[config.mk]
export PLATFORM = sky130hd
export DESIGN_NAME = serial_frame_tx
export DESIGN_NICKNAME = d
export VERILOG_FILES = /design/src/rtl/serial_frame_tx.sv
export SDC_FILE = /design/constraint.sdc
export NUM_CORES = 1
export LEC_CHECK = 0
export ABC_AREA = 1
export CAP_MARGIN = 20
export CORE_MARGIN = 3
export CORE_UTILIZATION = 56
export CTS_BUF_LIST = sky130_fd_sc_hd__clkbuf_2
export DETAILED_ROUTE_END_ITERATION = 7
export PLACE_DENSITY = 0.85
export SLEW_MARGIN = 10
export SYNTH_ARGS = -nofsm -noshare
export SYNTH_HDL_FRONTEND = slang
export SYNTH_SLANG_ARGS = --single-unit
[constraint.sdc]
create_clock -name clk -period 2.33 [get_ports clk]
set_clock_uncertainty 0.05 [all_clocks]
set_input_delay 0.466 -clock clk [delete_from_list [all_inputs] [get_ports clk]]
set_output_delay 0.466 -clock clk [all_outputs]
set_load 0.02 [all_outputs]
[src/rtl/serial_frame_tx.sv]
// serial_frame_tx: parallel-in, serial-out frame transmitter (start, WIDTH data bits, stop; DIV clocks per bit)
module serial_frame_tx #(
  parameter int WIDTH     = 8,
  parameter int DIV       = 4,
  parameter bit MSB_FIRST = 1'b0
) (
  input  logic             clk,
  input  logic             clr,
  input  logic [WIDTH-1:0] din,
  input  logic             load,
  output logic             ready,
  output logic             txd,
  output logic             busy,
  output logic             done
);
  localparam int DW = DIV > 1 ? $clog2(DIV) : 1;
  localparam int BW = WIDTH > 1 ? $clog2(WIDTH) : 1;
  typedef enum logic [1:0] {IDLE, START, DATA, STOP} state_t;
  state_t           state_q, state_d;
  logic [WIDTH-1:0] shift_q, shift_d;
  logic [DW-1:0]    div_q, div_d;
  logic [BW-1:0]    bit_q, bit_d;
  logic             txd_q, txd_d;
  logic             tick, last_bit;
  always_comb begin
    tick     = div_q == DW'(DIV - 1);
    last_bit = bit_q == BW'(WIDTH - 1);
    state_d  = state_q;
    shift_d  = shift_q;
    bit_d    = bit_q;
    div_d    = tick ? '0 : div_q + 1'b1;
    case (state_q)
      IDLE: begin
        div_d = '0;
        if (load) begin
          state_d = START;
          shift_d = din;
          bit_d   = '0;
        end
      end
      START: state_d = tick ? DATA : START;
      DATA: if (tick) begin
        shift_d = MSB_FIRST ? shift_q << 1 : shift_q >> 1;
        bit_d   = last_bit ? '0 : bit_q + 1'b1;
        state_d = last_bit ? STOP : DATA;
      end
      STOP: state_d = tick ? IDLE : STOP;
      default: state_d = IDLE;
    endcase
    // txd is registered, so it is driven from the state/shift value taking effect at this edge
    txd_d = state_d == START ? 1'b0 :
            state_d == DATA  ? (MSB_FIRST ? shift_d[WIDTH-1] : shift_d[0]) : 1'b1;
  end
  always_ff @(posedge clk) begin
    if (!clr) begin
      state_q <= IDLE;
      shift_q <= '0;
      div_q   <= '0;
      bit_q   <= '0;
      txd_q   <= 1'b1;
    end else begin
      state_q <= state_d;
      shift_q <= shift_d;
      div_q   <= div_d;
      bit_q   <= bit_d;
      txd_q   <= txd_d;
    end
  end
  assign ready = state_q == IDLE;
  assign busy  = state_q != IDLE;
  assign done  = state_q == STOP && tick;
  assign txd   = txd_q;
endmodule

==> results of run 1 <==
## logic make-up (layout without fill, tap and decap cells)
| kind of cell | Yosys count | count (layout) | share of synthesized area, % |
|---|---|---|---|
| compound gates | 24 | 24 | 17.6 |
| fa+ha+maj | 3 | 3 | 4.89 |
| buf+inv | 14 | 31 | 7.33 |
| flops | 16 | 16 | 41.7 |
| simple gates | 52 | 52 | 28.5 |
## how the worst max path moves through the flow
stage / slack, ps / endpoint / cells after the start / start
final: 210 / busy / 3 / state_q[1]
after detailed placement: 350 / done / 4 / div_q[0]
after CTS: 20 / done / 4 / div_q[0]
after global routing: 100 / busy / 3 / state_q[1]
after floorplan: 740 / done / 3 / div_q[0]
after global placement: 430 / done / 4 / div_q[0]
## what timing repair did
| action | CTS | global route |
|---|---|---|
| endpoints found under the setup margin | 0 | 1 |
| hold buffers | 0 | 0 |
| resized for setup | 0 | 1 |
## cell type report
type,count,area share [%]
Timing Repair Buffer,15,15.9
Multi-Input combinational cell,79,41.4
Tap cell,14,1.85
Inverter,12,5.03
Clock buffer,3,1.59
Sequential cell,16,33.9
Clock inverter,1,0.397
## registers in the layout, indices dropped and copies added, names as in the netlist
signal / flops
shift_q: 8
txd: 1
state_q: 2
div_q: 2
bit_q: 3
## power breakdown
part / total, mW / internal (mW) / switching [mW]
Combinational: 0.0919 / 0.0425 / 0.0494
Sequential: 0.299 / 0.290 / 0.00952
Clock: 0.127 / 0.0373 / 0.0892
Total: 0.518 / 0.370 / 0.148
## critical path, delay by kind of cell, from the launching register on
kind                   cells  cell delay [ps]
buffers and inverters      2              730
flip-flops                 1              470
AND/OR/NAND/NOR            1              120
## stage by stage
step / power [mW] / hold slack [ps] / cell area, um2
floorplan: 0.357 / 349 / 768
global placement: 0.393 / 355 / 925
CTS: 0.518 / 394 / 943
finish: 0.518 / 388 / 946
global route: 0.545 / 403 / 946
detailed placement: 0.397 / 375 / 925
## cells in the final DEF (no fill, tap or decap), types with 3 or more instances in the layout
cell,netlist,layout
o21ai_0,3,3
clkdlybuf4s50_1,0,13
ha_1,3,3
clkbuf_2,0,3
inv_1,8,8
nand2_1,27,27
a21oi_1,19,19
nor2_1,16,16
nand3_1,3,3
inv_2,3,3
dfxtp_1,16,16
## layer usage
metal	global-route usage (%)	part of all wire, %	vias up
li1	-	-	382
met5	0	0	-
met1	24.2	44	336
met3	2.54	4.1	4
met4	7.83	2.0	0
met2	36.5	50	22
==> reports/results.md, run 1 <==
| Quantity | Value | Unit |
|---|---|---|
| Finished Layout Cells | 140 | - |
| Max_slew headroom | 75.2 | % |
| Worst hold endpoint | div_q[0] | - |
| Reg-to-reg setup timing slack | 950 | ps |
| Final hold viol count | 0 | - |
| Number of CTS-inserted buffers | 3 | - |
| Largest net degree at the start of global routing | 12 | - |
| Post-route clock period utilization | 91.1 | % |
| Total via count after detailed routing | 744 | - |
| Vias in the first global route | 733 | - |
| DR vias/cell | 5.31 | - |
| Top_reg_cell synth | dfxtp_1 | - |
| Filler Cell Count | 93 | - |
| CP Cell Sequence | inv_1, nand2_1, clkdlybuf4s50_1 | - |
| Clk sink count | 16 | - |
| Data required time at the worst endpoint | 1810 | ps |
| Die Area | 1850 | um2 |
| Top area cells in the synthesized netlist | dfxtp_1, nand2_1, a21oi_1, nor2_1, ha_1 | - |
| Number of detailed-route iterations in the first pass | 4 | - |
| Type of the worst setup path | flip-flop to output pin | - |
| Hold path start | div_q[0] | - |
| RSZ-0062 raised after global routing | false | - |
| Worst slack, placed | 352 | ps |
| Final setup slack of the worst path | 207 | ps |
| Post-CTS Setup Bufs | 0 | - |
| Area inside the core boundary | 1200 | um2 |
| Count of final max-slew check failures | 0 | - |
| Height of the die | 43.0 | um |
| Site row count | 12 | - |
| Residual DRC count | 0 | - |
| Most common cell in the netlist | nand2_1 | - |
| Reg-to-reg startpoint | bit_q[0] | - |
| Number of warnings reported in the yosys synthesis log | 0 | - |
| Final sum of negative setup slack | 0 | ps |
| Number of violations of the max-capacitance limit | 0 | - |
| Quantity of I/O buffers inserted on ports | 14 | - |
| Count of pins on the block boundary | 15 | - |
| Instance count along the most critical hold path | 1 | - |
| Detail Placement HPWL | 1270 | um |
| Sequential cell area fraction in the yosys report | 41.7 | % |
| Number of flip-flops and latches in the synthesized netlist | 16 | - |
| Share of layout cells above drive strength 1 | 11.1 | % |
| Cell with the largest stage delay on the worst path | clkdlybuf4s50_1 | - |
| Maximum level of the CTS H-tree | 1 | - |
| Largest stage delay on the critical path | 620 | ps |
| Number of flops mapped to enable cells by yosys | 0 | - |
| Storage element area | 320 | um2 |
| Wirelength per Cell | 12.2 | um |
| Die X-Extent | 43.0 | um |
| Top post-synthesis cells by count | nand2_1, a21oi_1, dfxtp_1, nor2_1, inv_1 | - |
| Layout Nets | 141 | - |
| Synth Instances | 109 | - |
| RD Place Congestion | 0.709 | - |
| Ratio of total power to cell area | 548 | nW/um2 |
| Element type at the critical path start | flip-flop | - |
| First-pass GRT wire length | 2930 | um |
| Min-delay worst type | flip-flop to flip-flop | - |
| Synthesized net count | 123 | - |
| Number of nets with antenna violations after detailed routing | 0 | - |
| Area of the multi-input gates | 392 | um2 |
| Total Routing Usage GR | 20.4 | % |
| Total standard cell area after synthesis | 768 | um2 |
| Later-pin clock latency in the skew report | 300 | ps |
| Worst setup EP type | output pin | - |
| Peak ir drop on the vdd network | 0.386 | mV |
| Outcome | completed | - |
| Drt initial violations | 17 | - |
| Clock tree from TritonCTS | built | - |
| Total Routed Length | 1700 | um |
| Total instance count after detailed placement | 136 | - |
| Antenna Cells | 0 | - |
| Number of cells on the worst reg-to-reg path | 8 | - |
| Clock transition at the registers of the reported paths | 140 | ps |
| Post-Synthesis Mean Instance Area | 7.05 | um2 |
| End of the worst register-to-register path | txd | - |
| Arrival time at the worst endpoint | 1610 | ps |
| Area share of the largest cell type after synthesis | 41.7 | % |
| Gr ovfl total | 0 | - |
| Post-layout min period | 2120 | ps |
| Final standard cell utilization of the core | 78.8 | % |
| Transition time at the pin with the least slew margin | 371 | ps |
| Number of distinct library cells after synthesis | 19 | - |
| Yosys top cell by area | dfxtp_1 | - |
| Largest buffer count on any clock path | 2 | - |
| Total of endpoints with negative setup slack in the final report | 0 | - |
| Root Buffer | clkbuf_2 | - |
| Initial Utilization | 64.0 | % |
| Leakage power of the design | 0.426 | nW |
| Fmax | 0.471 | GHz |
| Max FO, Critical Path | 4 | - |
| Area Growth Syn to Fin | 23.1 | % |
| Fraction of registers with async set/reset | 0 | % |
| Antenna violations before repair | 0 | - |
(Power assumes the default switching activity.)
==> run 2, diff against run 1 <==
--- a/config.mk
+++ b/config.mk
@@ -8,10 +8,10 @@
 export ABC_AREA = 1
 export CAP_MARGIN = 20
 export CORE_MARGIN = 3
-export CORE_UTILIZATION = 56
-export CTS_BUF_LIST = sky130_fd_sc_hd__clkbuf_2
+export CORE_UTILIZATION = 52
+export CTS_BUF_LIST = sky130_fd_sc_hd__clkbuf_8 sky130_fd_sc_hd__clkbuf_16
 export DETAILED_ROUTE_END_ITERATION = 7
-export PLACE_DENSITY = 0.85
+export PLACE_DENSITY = 0.8
 export SLEW_MARGIN = 10
 export SYNTH_ARGS = -nofsm -noshare
 export SYNTH_HDL_FRONTEND = slang
==> reports/results.md, run 2 (synthesis results as in run 1) <==
| Quantity | Value | Unit |
|---|---|---|
| Arrival time at the worst endpoint | 1520 | ps |
| Height of the die | 44.4 | um |
| Root Buffer | clkbuf_8 | - |
| Number of CTS-inserted buffers | 3 | - |
| Post-route clock period utilization | 87.2 | % |
| Number of violations of the max-capacitance limit | 0 | - |
| DR vias/cell | 5.07 | - |
| Max_slew headroom | 77.4 | % |
| Transition time at the pin with the least slew margin | 338 | ps |
| Antenna Cells | 0 | - |
| Reg-to-reg startpoint | div_q[0] | - |
| Number of cells on the worst reg-to-reg path | 8 | - |
| Finished Layout Cells | 141 | - |
| Element type at the critical path start | flip-flop | - |
| Total of endpoints with negative setup slack in the final report | 0 | - |
| Initial Utilization | 56.9 | % |
| Largest reg by FF count | shift_q | - |
| Total instance count after detailed placement | 137 | - |
| Area of the multi-input gates | 392 | um2 |
| Wirelength per Cell | 11.7 | um |
| Count of final max-slew check failures | 0 | - |
| Number of nets with antenna violations after detailed routing | 0 | - |
| Clock transition at the registers of the reported paths | 70 | ps |
| Filler Cell Count | 113 | - |
| Fmax | 0.492 | GHz |
| Peak ir drop on the vdd network | 0.525 | mV |
| Outcome | completed | - |
| Leakage power of the design | 0.441 | nW |
| Quantity of I/O buffers inserted on ports | 14 | - |
| Area inside the core boundary | 1350 | um2 |
| Share of layout cells above drive strength 1 | 11.9 | % |
| Drt initial violations | 19 | - |
| Ratio of total power to cell area | 652 | nW/um2 |
| Total Routing Usage GR | 20.9 | % |
| Layout Nets | 141 | - |
| Top library cells by usage in the layout, fill and taps aside | nand2_1, a21oi_1, nor2_1, dfxtp_1, clkdlybuf4s50_1 | - |
| RSZ-0062 raised after global routing | false | - |
| Gr ovfl total | 0 | - |
| Clock tree from TritonCTS | built | - |
| Registers with the most flip-flops | shift_q x8, bit_q x3 | - |
| Data required time at the worst endpoint | 1810 | ps |
| Count of pins on the block boundary | 15 | - |
| Later-pin clock latency in the skew report | 250 | ps |
| Antenna violations before repair | 0 | - |
| Post-layout min period | 2030 | ps |
| RD Place Congestion | 0.817 | - |
| Maximum level of the CTS H-tree | 1 | - |
| Site row count | 13 | - |
| Largest buffer count on any clock path | 2 | - |
| Final sum of negative setup slack | 0 | ps |
| First-pass GRT wire length | 2960 | um |
| Number of detailed-route iterations in the first pass | 4 | - |
| Final hold viol count | 0 | - |
| Max FO, Critical Path | 5 | - |
| Min-delay worst type | flip-flop to flip-flop | - |
| Type of the worst setup path | flip-flop to output pin | - |
| Total via count after detailed routing | 715 | - |
| Area Growth Syn to Fin | 28.0 | % |
| Storage element area | 320 | um2 |
| Die X-Extent | 44.4 | um |
| Largest net degree at the start of global routing | 12 | - |
| Leading cell type in the layout, fill and taps excluded | nand2_1 | - |
| Detail Placement HPWL | 1210 | um |
| Minimum hold slack | 379 | ps |
| Die Area | 1970 | um2 |
| Residual DRC count | 0 | - |
| CP endpoint | busy | - |
| Total Routed Length | 1660 | um |
| Worst setup EP type | output pin | - |
| Number of flip-flops in the largest register | 8 | - |
| Reg-to-reg setup timing slack | 980 | ps |
| Vias in the first global route | 663 | - |
| End of the worst register-to-register path | txd | - |
| Critical Path Source | state_q[0] | - |
| Clk sink count | 16 | - |
## run 2: cell type report
cell class	count	area share, %
multi-input cells	79	39.8
inverters	12	4.83
repair buffers	15	15.3
clock buffers	4	5.60
well taps	15	1.91
flip-flops and latches	16	32.6
## run 2: where the power goes
part / total, mW / internal [mW] / switching, mW / leakage [nW]
logic: 0.0918 / 0.0425 / 0.0493 / 0.281
registers: 0.299 / 0.290 / 0.00940 / 0.131
clock network: 0.250 / 0.150 / 0.0996 / 0.0288
total: 0.641 / 0.483 / 0.158 / 0.441
## run 2: what timing repair did
item / in CTS / in global routing
hold buffers: 0 / 0
endpoints found under the setup margin: 0 / 1
resized for setup: 0 / 1
setup buffers: 0 / 0
hold endpoints to repair: 0 / 0
## run 2: worst min path at each step
stage               slack (ps)  cells after the start  startpoint        to
global route               410                      1    div_q[0]  div_q[0]
global placement           360                      1    div_q[0]  div_q[0]
detailed placement         370                      1    div_q[0]  div_q[0]
CTS                        380                      1    div_q[0]  div_q[0]
floorplan                  350                      1    div_q[0]  div_q[0]
finish                     380                      1    div_q[0]  div_q[0]
## run 2: critical path: stages, from the launching register on
cell,delay (ps)
dfxtp_1,420
inv_2,100
nand2_1,120
clkdlybuf4s50_1,620
## run 2: metrics by stage
stage,instance area (um2),total power [mW],utilization (%),setup WS (ps)
after floorplan,768,0.357,-,738
after global placement,926,0.394,68.6,422
after detailed placement,926,0.397,68.6,395
after CTS,981,0.647,72.7,105
after global routing,983,0.674,72.8,205
final,983,0.641,72.8,298
## run 2: layer usage
metal	share of wire (%)	up-vias	track usage [%]
met1	48	310	28.5
met5	0	-	0
met4	1.8	0	10.8
met2	44	22	30.5
li1	-	380	-
met3	6.0	3	4.88
